<file path="config.mk">
export PLATFORM = sky130hd
export DESIGN_NAME = mdr_access_ctrl_flat
export DESIGN_NICKNAME = d
export VERILOG_FILES = /design/src/rtl/mdr_access_if.sv /design/src/rtl/mdr_access_ctrl.sv /design/src/flat_wrapper.sv
export SDC_FILE = /design/constraint.sdc
export NUM_CORES = 1
export LEC_CHECK = 0
export CAP_MARGIN = 0
export CORE_MARGIN = 2
export CORE_UTILIZATION = 45
export CTS_BUF_LIST = sky130_fd_sc_hd__clkbuf_4 sky130_fd_sc_hd__clkbuf_8
export CTS_CLUSTER_DIAMETER = 120
export CTS_CLUSTER_SIZE = 24
export DETAILED_ROUTE_END_ITERATION = 16
export PLACE_DENSITY = 0.91
export RECOVER_POWER = 25
export SLEW_MARGIN = 20
export SYNTH_ARGS = -nofsm -noshare
export SYNTH_HDL_FRONTEND = slang
export SYNTH_SLANG_ARGS = --single-unit
</file>
<file path="constraint.sdc">
create_clock -name clk -period 3.4 [get_ports clk]
set_input_delay 0.34 -clock clk [delete_from_list [all_inputs] [get_ports clk]]
set_output_delay 0.34 -clock clk [all_outputs]
set_load 0.01 [all_outputs]
</file>
<file path="src/rtl/mdr_access_if.sv">
// Request/memory-control bundle between the control unit, the MDR access
// sequencer and the external memory/MDR.
interface mdr_access_if #(
   parameter int AW = 8
);
   logic          if_req;
   logic [AW-1:0] if_addr;
   logic          du_req;
   logic          du_we;
   logic [AW-1:0] du_addr;
   logic          alu_load;
   logic [AW-1:0] mem_addr;
   logic          mem_en;
   logic          M_read;
   logic          M_write;
   logic          set;
   logic          if_done;
   logic          du_done;
   logic          busy;

   modport master (
      output if_req, if_addr, du_req, du_we, du_addr, alu_load,
      input  mem_addr, mem_en, M_read, M_write, set, if_done, du_done, busy
   );

   modport slave (
      input  if_req, if_addr, du_req, du_we, du_addr, alu_load,
      output mem_addr, mem_en, M_read, M_write, set, if_done, du_done, busy
   );
endinterface

</file>
<file path="src/rtl/mdr_access_ctrl.sv">
// Round-robin memory-port sequencer for IF/DU with programmable wait states
// and deferred MDR load-from-ALU strobes.
//
// state | meaning
// IDLE  | issue pending ALU load, else arbitrate and latch address
// ADDR  | address phase, memory enabled
// WAIT  | WAIT_CYCLES wait states, memory enabled
// XFER  | single transfer cycle, M_read or M_write
// DONE  | completion pulse to granted side, pointer flips
module mdr_access_ctrl #(
   parameter int AW          = 8,
   parameter int WAIT_CYCLES = 1
) (
   input  logic         clk,
   input  logic         rst_n,
   mdr_access_if.slave  bus
);

   localparam logic [2:0] S_IDLE = 3'd0;
   localparam logic [2:0] S_ADDR = 3'd1;
   localparam logic [2:0] S_WAIT = 3'd2;
   localparam logic [2:0] S_XFER = 3'd3;
   localparam logic [2:0] S_DONE = 3'd4;

   localparam logic [3:0] WAIT_LOAD = (WAIT_CYCLES > 0) ? 4'(WAIT_CYCLES - 1) : 4'd0;

   logic [2:0]    state_q, state_d;
   logic [AW-1:0] mem_addr_q, mem_addr_d;
   logic          we_q, we_d;
   logic          gnt_du_q, gnt_du_d;
   logic          ptr_du_q, ptr_du_d;
   logic          load_pend_q, load_pend_d;
   logic [3:0]    wait_cnt_q, wait_cnt_d;
   logic          set_c;
   logic          pick_du;

   // DU wins only if IF is absent or the pointer currently favours DU
   assign pick_du = bus.du_req && (!bus.if_req || ptr_du_q);

   always_comb begin
      state_d     = state_q;
      mem_addr_d  = mem_addr_q;
      we_d        = we_q;
      gnt_du_d    = gnt_du_q;
      ptr_du_d    = ptr_du_q;
      load_pend_d = load_pend_q;
      wait_cnt_d  = wait_cnt_q;
      set_c       = 1'b0;
      case (state_q)
         S_IDLE: begin
            if (bus.alu_load || load_pend_q) begin
               set_c       = 1'b1;
               load_pend_d = 1'b0;
            end else if (bus.if_req || bus.du_req) begin
               gnt_du_d   = pick_du;
               mem_addr_d = pick_du ? bus.du_addr : bus.if_addr;
               we_d       = pick_du && bus.du_we;
               state_d    = S_ADDR;
            end
         end
         S_ADDR: begin
            wait_cnt_d = WAIT_LOAD;
            state_d    = (WAIT_CYCLES > 0) ? S_WAIT : S_XFER;
         end
         S_WAIT: begin
            if (wait_cnt_q == 4'd0) begin
               state_d = S_XFER;
            end else begin
               wait_cnt_d = wait_cnt_q - 4'd1;
            end
         end
         S_XFER: state_d = S_DONE;
         S_DONE: begin
            ptr_du_d = !ptr_du_q;
            state_d  = S_IDLE;
         end
         default: state_d = S_IDLE;
      endcase
      // a load requested mid-access is held until the port is back in IDLE
      if ((state_q != S_IDLE) && bus.alu_load) begin
         load_pend_d = 1'b1;
      end
   end

   always_ff @(posedge clk or negedge rst_n) begin
      if (!rst_n) begin
         state_q     <= S_IDLE;
         mem_addr_q  <= '0;
         we_q        <= 1'b0;
         gnt_du_q    <= 1'b0;
         ptr_du_q    <= 1'b0;
         load_pend_q <= 1'b0;
         wait_cnt_q  <= 4'd0;
      end else begin
         state_q     <= state_d;
         mem_addr_q  <= mem_addr_d;
         we_q        <= we_d;
         gnt_du_q    <= gnt_du_d;
         ptr_du_q    <= ptr_du_d;
         load_pend_q <= load_pend_d;
         wait_cnt_q  <= wait_cnt_d;
      end
   end

   assign bus.mem_addr = mem_addr_q;
   assign bus.mem_en   = (state_q == S_ADDR) || (state_q == S_WAIT) || (state_q == S_XFER);
   assign bus.M_read   = (state_q == S_XFER) && !we_q;
   assign bus.M_write  = (state_q == S_XFER) && we_q;
   assign bus.set      = set_c;
   assign bus.if_done  = (state_q == S_DONE) && !gnt_du_q;
   assign bus.du_done  = (state_q == S_DONE) && gnt_du_q;
   assign bus.busy     = (state_q != S_IDLE);

endmodule

</file>
<file path="src/flat_wrapper.sv">
// flat-port wrapper written by rule: the top's interface ports become plain ports
module mdr_access_ctrl_flat 
#(
   parameter int AW          = 8,
   parameter int WAIT_CYCLES = 1
)
  (clk, rst_n, bus_if_req, bus_if_addr, bus_du_req, bus_du_we, bus_du_addr, bus_alu_load, bus_mem_addr, bus_mem_en, bus_M_read, bus_M_write, bus_set, bus_if_done, bus_du_done, bus_busy);
  mdr_access_if #(.AW(AW)) bus_i ();
  input  logic clk;
  input  logic rst_n;
  input wire logic [$bits(bus_i.if_req)-1:0] bus_if_req;
  input wire logic [$bits(bus_i.if_addr)-1:0] bus_if_addr;
  input wire logic [$bits(bus_i.du_req)-1:0] bus_du_req;
  input wire logic [$bits(bus_i.du_we)-1:0] bus_du_we;
  input wire logic [$bits(bus_i.du_addr)-1:0] bus_du_addr;
  input wire logic [$bits(bus_i.alu_load)-1:0] bus_alu_load;
  output wire logic [$bits(bus_i.mem_addr)-1:0] bus_mem_addr;
  output wire logic [$bits(bus_i.mem_en)-1:0] bus_mem_en;
  output wire logic [$bits(bus_i.M_read)-1:0] bus_M_read;
  output wire logic [$bits(bus_i.M_write)-1:0] bus_M_write;
  output wire logic [$bits(bus_i.set)-1:0] bus_set;
  output wire logic [$bits(bus_i.if_done)-1:0] bus_if_done;
  output wire logic [$bits(bus_i.du_done)-1:0] bus_du_done;
  output wire logic [$bits(bus_i.busy)-1:0] bus_busy;
  assign bus_i.if_req = bus_if_req;
  assign bus_i.if_addr = bus_if_addr;
  assign bus_i.du_req = bus_du_req;
  assign bus_i.du_we = bus_du_we;
  assign bus_i.du_addr = bus_du_addr;
  assign bus_i.alu_load = bus_alu_load;
  assign bus_mem_addr = bus_i.mem_addr;
  assign bus_mem_en = bus_i.mem_en;
  assign bus_M_read = bus_i.M_read;
  assign bus_M_write = bus_i.M_write;
  assign bus_set = bus_i.set;
  assign bus_if_done = bus_i.if_done;
  assign bus_du_done = bus_i.du_done;
  assign bus_busy = bus_i.busy;
  mdr_access_ctrl #(.AW(AW), .WAIT_CYCLES(WAIT_CYCLES)) u_core (.clk(clk), .rst_n(rst_n), .bus(bus_i));
endmodule
</file>
==> results by group <==
Setup path
  • Crit end category: primary output
  • CP Max Fanout: 12
  • Worst Path Required: 3060 ps
  • Crit path launch type: flop
  • Worst r2r path cells: 3
  • Crit Path Class: reg -> out
  • Crit path DAT: 2180 ps

Clock network
  • CTS tree: done
  • Longest Clk Path Bufs: 2
  • CTS clk-pin slew, worst paths: 100 ps
  • Clock root cell: clkbuf_4
  • Later-pin clock latency in the skew report: 280 ps
  • Clock sink count: 19
  • Post-CTS Setup Inserts: 0
  • Hold_buf cts: 0
  • Post-CTS Resized: 0
  • H-Tree Depth: 1
  • Num CTS Buffers: 3

Logic synthesis
  • Most frequent cell after synthesis: dfrtp_1
  • Top post-synthesis cells by area: dfrtp_1 47%, a31oi_1 11%, nand3b_1 5.9%
  • Yosys top cell by area: dfrtp_1
  • Synth cell count leaders: 19 x dfrtp_1, 17 x a31oi_1, 9 x nor2_1
  • Compound-gate portion of the synthesized area: 15.8%
  • Post-synthesis register bit count: 19
  • Simple-gate area share of the yosys netlist: 21.5%
  • Multiplexer area fraction after synthesis: 5.44%
  • Fraction of synthesized cell area taken by the top area cell type: 47.0%
  • Largest family of logic cells by synthesized area: simple AND/OR/NAND/NOR gates
  • Synth cell types: 26
  • Post-Syn Area: 1010 um2
  • Post-synth top flop: dfrtp_1
  • Syn Area/Cell: 9.73 um2
  • Ys Warns: 0
  • Post-synthesis xor/xnor area fraction: 1.73%
  • Sequential area share after synthesis: 47.0%
  • Mapped Cells: 104
  • Number of synthesized flops with an enable pin: 0
  • Ys async rst share: 100%
  • Synth Area in Adders: 2.47%
  • Syn Nets: 128

Finish
  • Final nets: 162
  • Design area: 1400 um2
  • Ant diodes: 0
  • Share of cells above drive strength 1: 6.57%
  • Area grow syn2layout: 37.8%
  • Fillcell total: 191
  • Fin util: 64.3%
  • Final Non-Filler Cells: 165

Routing
  • Starting DRC count in detailed routing: 6
  • Total wire length: 2.37 mm
  • Vias per inst: 5.40
  • Drt pass-1 iters: 4
  • WL/cell: 14.4 um
  • Vias: 891
  • Routed Antenna Nets: 0
  • Drt drc: 0

GRT
  • GRT overflow: 0
  • Initial antenna violation count: 0
  • First-pass GRT wire length: 3.81 mm
  • Vias in the first global route: 872
  • Largest net degree at the start of global routing: 20
  • All-Layer GR Usage: 19.4%

STA
  • Slew @ Worst Pin: 872 ps
  • Final hold violations: 0
  • Final setup violation count: 0
  • Minimum clock period: 2520 ps
  • FMAX: 0.396 GHz
  • Slew Limit Fails: 0
  • Slew headroom: 41.7%
  • Final period utilization: 74.2%
  • Setup total negative slack: 0 ps
  • Hold WS: 485 ps
  • RSZ-0062 raised after global routing: no
  • Skew final: 2.37 ps
  • Fin worst setup slack: 877 ps

Power
  • Worst VDD drop: 0.000474 V
  • Post-layout power: 1.00 mW
  • P per Cell Area: 718 nW/um2
  • P_leak: 0.591 nW

Die
  • Die height: 51.4 um
  • Chip width: 51.4 um
  • Core ar.: 2170 um2
  • Row count: 17
  • Full die area: 2640 um2
  • Initial Utilization: 46.7%
  • IO Count: 37

Flow run
  • Number of max-cap violations: 0

Placement
  • Pre-CTS setup slack: 1080 ps
  • Placed instance area: 1370 um2
  • Global placer's final weighted congestion: 0.842
  • Final HPWL DP: 1.84 mm
  • Placed Cells: 161
  • IO Port Bufs: 36

Status
  • Status: finished clean

Min path
  • Hold path depth: 1
  • Hold Crit Class: reg -> reg
-- layer usage --
| metal | routed length [um] | track usage [%] |
|---|---|---|
| met1 | 992 | 22.1 |
| met2 | 1220 | 36.3 |
| met3 | 159 | 5.85 |
| met4 | 0 | 2.63 |
| met5 | 0 | 0 |
-- cell usage in the layout, fill, tap and decap left out, types with 4 or more instances in the layout --
| cell | n |
|---|---|
| a31oi_1 | 17 |
| nand3b_1 | 8 |
| dfrtp_1 | 19 |
| nor2_1 | 9 |
| clkbuf_4 | 4 |
| clkdlybuf4s50_1 | 35 |
| inv_1 | 5 |
| o21ai_0 | 8 |
| mux2i_1 | 4 |
| nand2_1 | 5 |
-- report_power, final --
group | total (mW) | switching [mW] | internal (mW)
sequential | 0.390 | 0.0762 | 0.314
clock | 0.118 | 0.0643 | 0.0535
combinational | 0.493 | 0.227 | 0.266
-- flip-flops by register name, summed over array words and instances (netlist names) --
| register | count |
|---|---|
| u_core.load_pend_q | 1 |
| u_core.we_q | 1 |
| u_core.bus.mem_addr | 8 |
| u_core.wait_cnt_q | 4 |
| u_core.state_q | 3 |
| u_core.gnt_du_q | 1 |
| u_core.ptr_du_q | 1 |
-- path summary, 6_finish.rpt --
check	start	endpoint	slack, ps
setup / recovery	u_core.state_q[2]	bus_set	880
setup reg to reg	u_core.state_q[2]	u_core.gnt_du_q	1380
hold reg to reg	u_core.ptr_du_q	u_core.ptr_du_q	490
hold / removal	u_core.ptr_du_q	u_core.ptr_du_q	490
max in group asynchronous	rst_n	u_core.bus.mem_addr[1]	2260
min in group asynchronous	rst_n	u_core.wait_cnt_q[1]	610
-- layout make-up --
type / count / area (um2) / area share (%)
Clock buffer: 4 / 30.0 / 2.15
Tap cell: 28 / 35.0 / 2.51
Timing Repair Buffer: 36 / 360 / 25.8
Inverter: 5 / 18.8 / 1.35
Sequential cell: 19 / 475 / 34.1
Multi-Input combinational cell: 73 / 475 / 34.1
-- critical path: stages, from the launching register on --
cell and delay [ps]:
dfrtp_1 480, nor3_2 590, inv_1 140, nor2_1 140
clkdlybuf4s50_1 550
-- cells by family after synthesis --
family | after synthesis
buffers and inverters | 12
adder cells (fa/ha/maj) | 2
AO/OA/AOI/OAI | 27
flip-flops | 19
AND/OR/NAND/NOR | 37
multiplexers | 5
XOR/XNOR | 2
No activity file was read; power rests on OpenSTA's default activity.
